<file path="config.mk">
export PLATFORM = sky130hd
export DESIGN_NAME = crc5_r
export DESIGN_NICKNAME = d
export VERILOG_FILES = /design/src/rtl/crc5_r_pkg.sv /design/src/rtl/crc5.sv /design/src/rtl/crc5_r.sv
export SDC_FILE = /design/constraint.sdc
export NUM_CORES = 1
export LEC_CHECK = 0
export ABC_AREA = 1
export BUFFER_PORTS_ARGS = -buffer_cell sky130_fd_sc_hd__buf_2
export CORE_MARGIN = 2
export CORE_UTILIZATION = 30
export DETAILED_ROUTE_END_ITERATION = 10
export PLACE_DENSITY = 0.61
export SYNTH_ARGS = -nofsm -noshare
export SYNTH_HDL_FRONTEND = slang
export SYNTH_SLANG_ARGS = --single-unit
export TNS_END_PERCENT = 30
</file>
<file path="constraint.sdc">
create_clock -name clk -period 1.9 [get_ports clk]
set_input_delay 0.095 -clock clk [delete_from_list [all_inputs] [get_ports clk]]
set_output_delay 0.095 -clock clk [all_outputs]
set_load 0.05 [all_outputs]
</file>
<file path="src/rtl/crc5_r_pkg.sv">
// Shared constants, state encoding and helpers for the token/handshake receiver.
package crc5_r_pkg;

    localparam logic [1:0] PID_TYPE_TOKEN     = 2'b01;
    localparam logic [1:0] PID_TYPE_HANDSHAKE = 2'b10;

    localparam logic [3:0] PID_OUT   = 4'h1;
    localparam logic [3:0] PID_IN    = 4'h9;
    localparam logic [3:0] PID_SETUP = 4'hD;
    localparam logic [3:0] PID_ACK   = 4'h2;
    localparam logic [3:0] PID_NAK   = 4'hA;

    localparam logic [4:0] CRC5_INIT = 5'h1f;

    localparam logic [1:0] ERR_PID = 2'd0;
    localparam logic [1:0] ERR_CRC = 2'd1;
    localparam logic [1:0] ERR_LEN = 2'd2;
    localparam logic [1:0] ERR_SOP = 2'd3;

    typedef enum logic [2:0] {
        ST_IDLE,
        ST_BYTE2,
        ST_BYTE3,
        ST_HOLD,
        ST_DRAIN
    } state_e;

    function automatic logic [4:0] rev5(input logic [4:0] v);
        return {v[0], v[1], v[2], v[3], v[4]};
    endfunction

endpackage

</file>
<file path="src/rtl/crc5.sv">
// Shared combinational CRC5 (x^5 + x^2 + 1) over 11 data bits, d[0] shifted in first.
module crc5 (
    input  logic [4:0]  c,
    input  logic [10:0] d,
    output logic [4:0]  c_out
);

    logic [4:0]  acc;
    logic [10:0] dsh;
    logic        fb;

    always_comb begin
        acc = c;
        dsh = d;
        fb  = 1'b0;
        for (int unsigned i = 0; i < 11; i++) begin
            fb  = acc[4] ^ dsh[0];
            acc = {acc[3:0], 1'b0} ^ {2'b00, fb, 1'b0, fb};
            dsh = dsh >> 1;
        end
        c_out = acc;
    end

endmodule

</file>
<file path="src/rtl/crc5_r.sv">
// Token/handshake receiver: PID check, ADDR/ENDP reassembly and CRC5 check.
// Optional address filter enabled by defining CRC5_R_ADDR_FILTER_EN (adds dev_addr).
module crc5_r
    import crc5_r_pkg::*;
#(
    parameter int STRICT_EOP  = 1,
    parameter int TOKEN_BYTES = 3
) (
    input  logic       clk,
    input  logic       rst,
`ifdef CRC5_R_ADDR_FILTER_EN
    input  logic [6:0] dev_addr,
`endif
    input  logic       rx_from_sop,
    input  logic       rx_from_eop,
    input  logic       rx_from_valid,
    output logic       rx_from_ready,
    input  logic [7:0] rx_from_data,
    output logic       rx_con_pid_en,
    output logic [3:0] rx_con_pid,
    output logic [3:0] rx_pid,
    output logic [6:0] rx_addr,
    output logic [3:0] rx_endp,
    output logic       rx_valid,
    input  logic       rx_ready,
    output logic       rx_err,
    output logic [1:0] rx_err_code
);

    // Only the 3-byte token layout is decodable; other lengths reject every token.
    localparam logic TOKEN_LEN_OK = (TOKEN_BYTES == 3);

    state_e     state_q, state_d;
    logic [3:0] pid_q, pid_d;
    logic [6:0] addr_q, addr_d;
    logic [3:0] endp_q, endp_d;
    logic       drain_q, drain_d;
    logic       err_q, err_d;
    logic [1:0] err_code_q, err_code_d;
    logic       con_pid_en_q, con_pid_en_d;
    logic [3:0] con_pid_q, con_pid_d;

    logic       byte_xfer, link_xfer, pid_ok, crc_ok, addr_drop;
    logic [3:0] endp_rx;
    logic [4:0] crc_calc;

    assign byte_xfer = rx_from_valid && rx_from_ready;
    assign link_xfer = rx_valid && rx_ready;
    assign pid_ok    = (rx_from_data[7:4] == ~rx_from_data[3:0]);
    assign endp_rx   = {rx_from_data[2:0], endp_q[0]};

    crc5 u_crc5 (
        .c     (CRC5_INIT),
        .d     ({endp_rx, addr_q}),
        .c_out (crc_calc)
    );

    assign crc_ok = TOKEN_LEN_OK && (rev5(crc_calc) == rx_from_data[7:3]);

`ifdef CRC5_R_ADDR_FILTER_EN
    assign addr_drop = (addr_q != dev_addr) && (addr_q != '0);
`else
    assign addr_drop = 1'b0;
`endif

    always_ff @(posedge clk) begin
        if (rst) state_q <= ST_IDLE;
        else     state_q <= state_d;
    end

    always_ff @(posedge clk) begin
        if (rst) begin
            pid_q        <= '0;
            addr_q       <= '0;
            endp_q       <= '0;
            drain_q      <= 1'b0;
            err_q        <= 1'b0;
            err_code_q   <= '0;
            con_pid_en_q <= 1'b0;
            con_pid_q    <= '0;
        end else begin
            pid_q        <= pid_d;
            addr_q       <= addr_d;
            endp_q       <= endp_d;
            drain_q      <= drain_d;
            err_q        <= err_d;
            err_code_q   <= err_code_d;
            con_pid_en_q <= con_pid_en_d;
            con_pid_q    <= con_pid_d;
        end
    end

    always_comb begin
        state_d      = state_q;
        pid_d        = pid_q;
        addr_d       = addr_q;
        endp_d       = endp_q;
        drain_d      = drain_q;
        err_d        = 1'b0;
        err_code_d   = err_code_q;
        con_pid_en_d = 1'b0;
        con_pid_d    = con_pid_q;

        unique case (state_q)
            ST_BYTE2: if (byte_xfer && !rx_from_sop) begin
                addr_d    = rx_from_data[6:0];
                endp_d[0] = rx_from_data[7];
                if (rx_from_eop) begin
                    err_d = 1'b1; err_code_d = ERR_LEN; state_d = ST_IDLE;
                end else begin
                    state_d = ST_BYTE3;
                end
            end
            ST_BYTE3: if (byte_xfer && !rx_from_sop) begin
                endp_d = endp_rx;
                if (!crc_ok) begin
                    err_d = 1'b1; err_code_d = ERR_CRC;
                    state_d = rx_from_eop ? ST_IDLE : ST_DRAIN;
                end else if (addr_drop) begin
                    state_d = rx_from_eop ? ST_IDLE : ST_DRAIN;
                end else if (!rx_from_eop && (STRICT_EOP != 0)) begin
                    err_d = 1'b1; err_code_d = ERR_LEN; state_d = ST_DRAIN;
                end else begin
                    state_d = ST_HOLD;
                    drain_d = !rx_from_eop;
                end
            end
            ST_HOLD: if (link_xfer) begin
                state_d = drain_q ? ST_DRAIN : ST_IDLE;
                drain_d = 1'b0;
            end
            ST_DRAIN: if (byte_xfer && !rx_from_sop && rx_from_eop) begin
                state_d = ST_IDLE;
            end
            default: ;
        endcase

        // Any accepted SOP byte starts a new packet; mid-packet it also flags a restart,
        // though an error raised by the new PID byte itself takes the code slot.
        if (byte_xfer && rx_from_sop) begin
            drain_d = 1'b0;
            if (state_q != ST_IDLE) begin
                err_d = 1'b1; err_code_d = ERR_SOP;
            end
            if (!pid_ok) begin
                err_d = 1'b1; err_code_d = ERR_PID;
                state_d = rx_from_eop ? ST_IDLE : ST_DRAIN;
            end else begin
                pid_d        = rx_from_data[3:0];
                con_pid_en_d = 1'b1;
                con_pid_d    = rx_from_data[3:0];
                if (rx_from_data[1:0] == PID_TYPE_TOKEN) begin
                    if (rx_from_eop) begin
                        err_d = 1'b1; err_code_d = ERR_LEN; state_d = ST_IDLE;
                    end else begin
                        state_d = ST_BYTE2;
                    end
                end else begin
                    addr_d = '0;
                    endp_d = '0;
                    if (rx_from_data[1:0] == PID_TYPE_HANDSHAKE) begin
                        if (rx_from_eop) begin
                            state_d = ST_HOLD;
                        end else begin
                            err_d = 1'b1; err_code_d = ERR_LEN; state_d = ST_DRAIN;
                        end
                    end else begin
                        state_d = rx_from_eop ? ST_IDLE : ST_DRAIN;
                    end
                end
            end
        end
    end

    always_comb begin
        rx_from_ready = (state_q != ST_HOLD);
        rx_valid      = (state_q == ST_HOLD);
    end

    assign rx_con_pid_en = con_pid_en_q;
    assign rx_con_pid    = con_pid_q;
    assign rx_pid        = pid_q;
    assign rx_addr       = addr_q;
    assign rx_endp       = endp_q;
    assign rx_err        = err_q;
    assign rx_err_code   = err_code_q;

endmodule

</file>
# Yosys cells after proc, flatten, opt, wreduce, memory -nomap -nowiden
# Index checks and enable logic that the tools add are counted.
dict set report op_classes {
  n_bitwise 24
  n_mux 59
  n_eq_ne 17
  reduce_logical 15
}
# op n
set op_table {}
lappend op_table {{5-bit by 3-bit XOR with 5-bit output} 10}
lappend op_table {{3-bit 2-to-1 mux} 13}
lappend op_table {{7-bit 2-to-1 mux} 5}
lappend op_table {{2-bit 2-to-1 mux} 13}
lappend op_table {{1-bit 2-to-1 mux} 19}
lappend op_table {{4-bit 2-to-1 mux} 4}
lappend op_table {{3-bit case mux with 4 select lines} 1}
lappend op_table {{5-bit AND reduction} 2}
lappend op_table {{1-bit XOR} 10}
lappend op_table {{3-bit != test, second input constant} 3}
lappend op_table {{3-bit by 2-bit equality test with 1-bit output, second input constant} 2}
lappend op_table {{2-bit != test, second input constant} 3}
lappend op_table {{1-bit case mux with 2 select lines} 3}
lappend op_table {{5-bit equality test} 1}
lappend op_table {{1-bit logical AND} 5}
lappend op_table {{5-bit nonzero test} 1}
lappend op_table {{4-bit equality test} 1}
lappend op_table {{2-bit inverter with 4-bit output} 1}
lappend op_table {{4-bit inverter} 1}
lappend op_table {{2-bit case mux with 2 select lines} 1}
lappend op_table {{2-bit OR reduction} 2}
lappend op_table {{3-bit by 1-bit equality test with 1-bit output, second input constant} 1}
lappend op_table {{3-bit equality test, second input constant} 1}
lappend op_table {{3-bit by 1-bit != test with 1-bit output, second input constant} 1}
lappend op_table {{9 further kinds} 11}
dict set report word_totals {
  input_bits 14
  elab_cells 123
  ff_bits 23
}

# Longest topological paths before layout
dict set report depth {
  word_depth 32
  ltp_mapped 17
  ltp_nobuf 16
}

# Modules after synthesis
# From an unflattened synthesis, not the netlist that was laid out.
dict set report unflattened {
  hier_cells 328
  hier_area_um2 1936.9
}
# module instances area_each_um2 cells_each
set by_module_without_submodules {}
lappend by_module_without_submodules {crc5_r 1 1447.6 225}
lappend by_module_without_submodules {crc5 1 489.2 103}

# Worst setup path after synthesis
# No wires, ideal clock.
dict set report synth_timing {
  kind {reg2reg}
  start {register addr_q[1], in the netlist rx_addr[1]}
  end {register err_q, in the netlist rx_err}
  setup_ns 0.121
  n_path_buf 1
  path_stages_with_launch 14
  synth_period_minus_slack_ns 1.900
  t_arrival_ns 1.779
  path_slack_ns 0.000
  required_time_ns 1.779
  cell_sequence {dfxtp_1 buf_2 inv_2 nand2_1 nand2_1 nand2_1 nand2_1 nand2_1 nand2_1 nor2_1 nand2_1 nand2_1 nand3b_1 nor3b_1}
}
dict set report synth_between {
  elab_chain_len 24
  elab_cells_between_ends 27
}
# item line_no
set synth_lines {}
lappend synth_lines {{from (decl)} crc5_r.sv:35} ;# logic [6:0] addr_q, addr_d;
lappend synth_lines {{from (signal assigned)} crc5_r.sv:83} ;# addr_q <= addr_d;
lappend synth_lines {{1-bit XOR *} crc5.sv:17} ;# fb = acc[4] ^ dsh[0];
lappend synth_lines {{5-bit by 3-bit XOR with 5-bit output * (3 in series)} crc5.sv:18} ;# acc = {acc[3:0], 1'b0} ^ {2'b00, fb, 1'b0, fb};
lappend synth_lines {{1-bit XOR} crc5.sv:17}
lappend synth_lines {{5-bit by 3-bit XOR with 5-bit output * (3 in series)} crc5.sv:18}
lappend synth_lines {{1-bit XOR} crc5.sv:17}
lappend synth_lines {{5-bit by 3-bit XOR with 5-bit output * (3 in series)} crc5.sv:18}
lappend synth_lines {{1-bit XOR} crc5.sv:17}
lappend synth_lines {{5-bit by 3-bit XOR with 5-bit output *} crc5.sv:18}
lappend synth_lines {{(+2 left out)} n/a}
lappend synth_lines {{1-bit 2-to-1 mux *} crc5_r.sv:114} ;# ST_BYTE3: if (byte_xfer && !rx_from_sop) begin
lappend synth_lines {{1-bit case mux with 2 select lines *} crc5_r.sv:104} ;# unique case (state_q)
lappend synth_lines {{1-bit 2-to-1 mux} crc5_r.sv:142} ;# if (state_q != ST_IDLE) begin
lappend synth_lines {{1-bit 2-to-1 mux} crc5_r.sv:162} ;# if (rx_from_eop) begin
lappend synth_lines {{1-bit 2-to-1 mux} crc5_r.sv:161} ;# if (rx_from_data[1:0] == PID_TYPE_HANDSHAKE) begin
lappend synth_lines {{1-bit 2-to-1 mux} crc5_r.sv:152} ;# if (rx_from_data[1:0] == PID_TYPE_TOKEN) begin
lappend synth_lines {{1-bit 2-to-1 mux} crc5_r.sv:145} ;# if (!pid_ok) begin
lappend synth_lines {{1-bit 2-to-1 mux *} crc5_r.sv:140} ;# if (byte_xfer && rx_from_sop) begin
lappend synth_lines {{to (signal assigned)} crc5_r.sv:86} ;# err_q <= err_d;
lappend synth_lines {{to (decl)} crc5_r.sv:38} ;# logic err_q, err_d;
# Mark *: on every way between the ends. The rest lies on a longest branch, timed or not.
# A chain may end at the register's enable or synchronous reset.

# Worst setup path in the final report
dict set report layout_timing {
  start {register addr_q[3], in the netlist rx_addr[3]}
  end {register err_q, in the netlist rx_err}
}
dict set report layout_between {
  elab_chain_len 21
  elab_cells_between_ends 23
}
# item line_no
set layout_lines {}
lappend layout_lines {{1-bit XOR *} crc5.sv:17}
lappend layout_lines {{5-bit by 3-bit XOR with 5-bit output * (3 in series)} crc5.sv:18}
lappend layout_lines {{1-bit XOR} crc5.sv:17}
lappend layout_lines {{5-bit by 3-bit XOR with 5-bit output * (3 in series)} crc5.sv:18}
lappend layout_lines {{1-bit XOR} crc5.sv:17}
lappend layout_lines {{5-bit by 3-bit XOR with 5-bit output * (2 in series)} crc5.sv:18}
lappend layout_lines {{5-bit equality test *} crc5_r.sv:58} ;# assign crc_ok = TOKEN_LEN_OK && (rev5(crc_calc) == rx_from_data[7:3]);
lappend layout_lines {{1-bit 2-to-1 mux *} crc5_r.sv:116} ;# if (!crc_ok) begin
lappend layout_lines {{1-bit 2-to-1 mux *} crc5_r.sv:114}
lappend layout_lines {{1-bit case mux with 2 select lines *} crc5_r.sv:104}
lappend layout_lines {{1-bit 2-to-1 mux} crc5_r.sv:142}
lappend layout_lines {{1-bit 2-to-1 mux} crc5_r.sv:162}
lappend layout_lines {{1-bit 2-to-1 mux} crc5_r.sv:161}
lappend layout_lines {{1-bit 2-to-1 mux} crc5_r.sv:152}
lappend layout_lines {{1-bit 2-to-1 mux} crc5_r.sv:145}
lappend layout_lines {{1-bit 2-to-1 mux *} crc5_r.sv:140}
# Marks and branches as above.

==> results by group <==
STA
  • Relative slew slack: 0.759
  • Unrepaired setup endpoints after global routing: no
  • Highest clock rate: 593 MHz
  • Sum Neg Setup Slack: 0 ns
  • Clock Skew: 0.00791 ns
  • Period minus WS final: 1.69 ns
  • Final cycle utilization of the critical path: 0.887
  • Max Slew Vio Count: 0
  • Worst-Margin Slew: 0.358 ns
  • # setup viols final: 0
  • Fin. Hold Viols: 0

Placed design
  • Detailed Place HPWL: 3360 um
  • PortBufs: 38
  • RePlAce Congestion: 0.819

CTS
  • Clk sinks: 23
  • Max Buffers Root-to-Sink: 2
  • CTS Buf Count: 3
  • Cts hold-fix bufs: 0
  • Clock root buffer: clkbuf_8
  • CTS clock-pin slew for the worst setup and hold paths: 0.09 ns
  • Post-CTS Setup Bufs: 0
  • CTS tree: done
  • Clk_lat worst skew: 0.27 ns
  • Post_cts resized: 0
  • Htree depth: 1

Logic synthesis
  • Synth Instances: 277
  • Synth cell types: 29
  • Yosys warning count: 0
  • Synth Area per Inst: 5.84 um^2
  • Mapped Area: 1620 um^2
  • Synth Register Bits: 23
  • Seq/Total Area, Yosys: 0.285
  • Area contributors post-synth: dfxtp_1 (28%), nand2_1 (21%), nor2_1 (8.6%), inv_1 (7.7%), a21oi_1 (7.4%)
  • Post-Synth Simple-Gate Area: 0.426
  • Post-synthesis xor/xnor area fraction: 0.0217
  • EDFF count, synth: 0
  • Compound-Gate Fraction of Synth Area: 0.137
  • Adder-Cell Fraction of Synth Area: 0
  • Post-synth top cells: nand2_1 (89), nor2_1 (37), inv_1 (33)
  • Largest family of logic cells by synthesized area: simple AND/OR/NAND/NOR gates
  • Mux share of post-synthesis cell area: 0
  • Synthesized Nets: 291
  • Count leader, synth: nand2_1
  • Share of synthesized registers carrying an async set or reset: 0
  • Most used DFF post-synth: dfxtp_1
  • Top cell type's share of synthesized area: 0.285
  • Area leader, netlist: dfxtp_1

Global route
  • Pin count of the biggest net entering global routing: 17
  • Gr ovfl total: 0
  • Gr usage total: 0.147
  • Vias in the first global route: 1568
  • Initial antenna violation count: 0
  • Global-route wire length before repair: 7270 um

Die
  • Die footprint: 5990 um^2
  • Die Span Y: 77.4 um
  • Initial core utilization: 0.315
  • Row cnt: 26
  • I/O pin count: 39
  • Die W: 77.4 um
  • Total core area: 5140 um^2

Routing
  • Routed WL: 4230 um
  • Drt via density: 4.59
  • Starting DRT DRC Count: 101
  • WL/cell: 11.0 um
  • Final ANT Viol Nets: 0
  • Via count: 1772
  • # DRC: 0
  • Detailed Routing Iterations Pass 1: 4

Setup path
  • RR Startpoint: rx_addr[3]
  • Setup CP Type: flop to flop
  • Worst setup SP type: flop
  • Crit Path Max Fanout: 7
  • CP arrival: 1.84 ns
  • Cells on worst reg2reg path: 12
  • Critical path required time: 2.05 ns
  • Crit end category: flop
  • Worst Setup SP: rx_addr[3]

Run status
  • Outcome: complete, no violations

Worst hold path
  • WHS Path Cells: 2
  • Hold Path Class: input port to flop
  • Worst Hold Launch: rst

Final layout
  • Area Growth Syn to Fin: 20.7%
  • Layout cells sized above 1: 0.225
  • Core Util, Final: 0.380
  • Fin nets: 331
  • ANT cells: 0

Power
  • Leak: 1.04 nW
  • Worst IR drop on VDD: 0.476 mV
  • Pwr dens: 936 nW/um^2

Flow run
  • Max-cap viol count: 0
-- logic make-up (layout without fill, tap and decap cells) --
family,count (synthesis),in the layout
DFF,23,23
AOI/OAI and AO/OA,41,41
buffers and inverters,50,89
and+or+nand+nor,159,159
xor gates and xnor gates,4,4
-- per-layer routing --
| layer | routed length (um) | up-vias | global-route usage |
|---|---|---|---|
| met4 | 34 | 0 | 0.0357 |
| li1 | - | 941 | - |
| met5 | 0 | - | 0 |
| met1 | 2160 | 792 | 0.215 |
| met2 | 1850 | 37 | 0.227 |
| met3 | 194 | 2 | 0.0233 |
-- cell usage in the layout (no fill, tap or decap), types with 2 or more instances in the layout --
cell type   n
buf_4       6
clkbuf_8    3
dfxtp_1    17
o21ai_0     9
inv_2       7
nor3_1      2
o21ai_1     2
inv_1      33
a21oi_1    24
nand3_2     2
nor2_4      3
nand2_1    89
nor2_1     37
a31oi_1     2
nand3_1    19
buf_2      38
dfxtp_2     5
xnor2_1     3
-- registers in the layout, summed over array words and instances, names as in the netlist --
signal,flops
drain_q,1
rx_addr,7
rx_con_pid,4
rx_con_pid_en,1
rx_endp,4
rx_err,1
rx_err_code,2
state_q,3
-- path summary, 6_finish.rpt --
path / to / slack (ns)
setup / recovery: rx_err / 0.21
hold / removal: rx_con_pid_en / 0.07
setup reg to reg: rx_err / 0.21
hold reg to reg: drain_q / 0.44
-- report_power, final --
group          switching (mW)  total, mW  leakage (nW)  internal, mW
sequential             0.0718      0.618         0.190         0.546
clock                   0.173      0.321        0.0217         0.148
combinational           0.603      0.887         0.829         0.284
-- per-stage QoR --
stage	setup slack, ns	hold slack (ns)	cell area [um^2]	std cells	power [mW]
floorplan	0.000144	0.167	1620	277	1.30
global placement	0.0984	0.348	1880	382	1.50
detailed placement	0.0928	0.345	1880	382	1.50
CTS	0.0628	0.0605	1930	386	1.82
global route	0.00216	0.0686	1950	386	2.00
finish	0.214	0.0651	1950	386	1.83
-- area by class of cell --
cell class,instances,area (um^2)
fillers,601,3190
clock buffers,3,41.3
inverters,41,154
repair buffers,44,235
flip-flops and latches,23,470
well taps,70,87.6
clock inverters,1,7.51
multi-input cells,204,955
-- critical path: stages, from the launching register on --
cell	delay (ns)
dfxtp_4	0.40
clkinv_1	0.09
nand2_1	0.07
nand2_1	0.07
nand2_1	0.08
nand2_1	0.09
nand2_1	0.09
nand2_1	0.05
nand3_1	0.06
nand3_1	0.10
nor2_4	0.12
nand3b_1	0.14
nor3b_2	0.19
(Power assumes the default switching activity.)
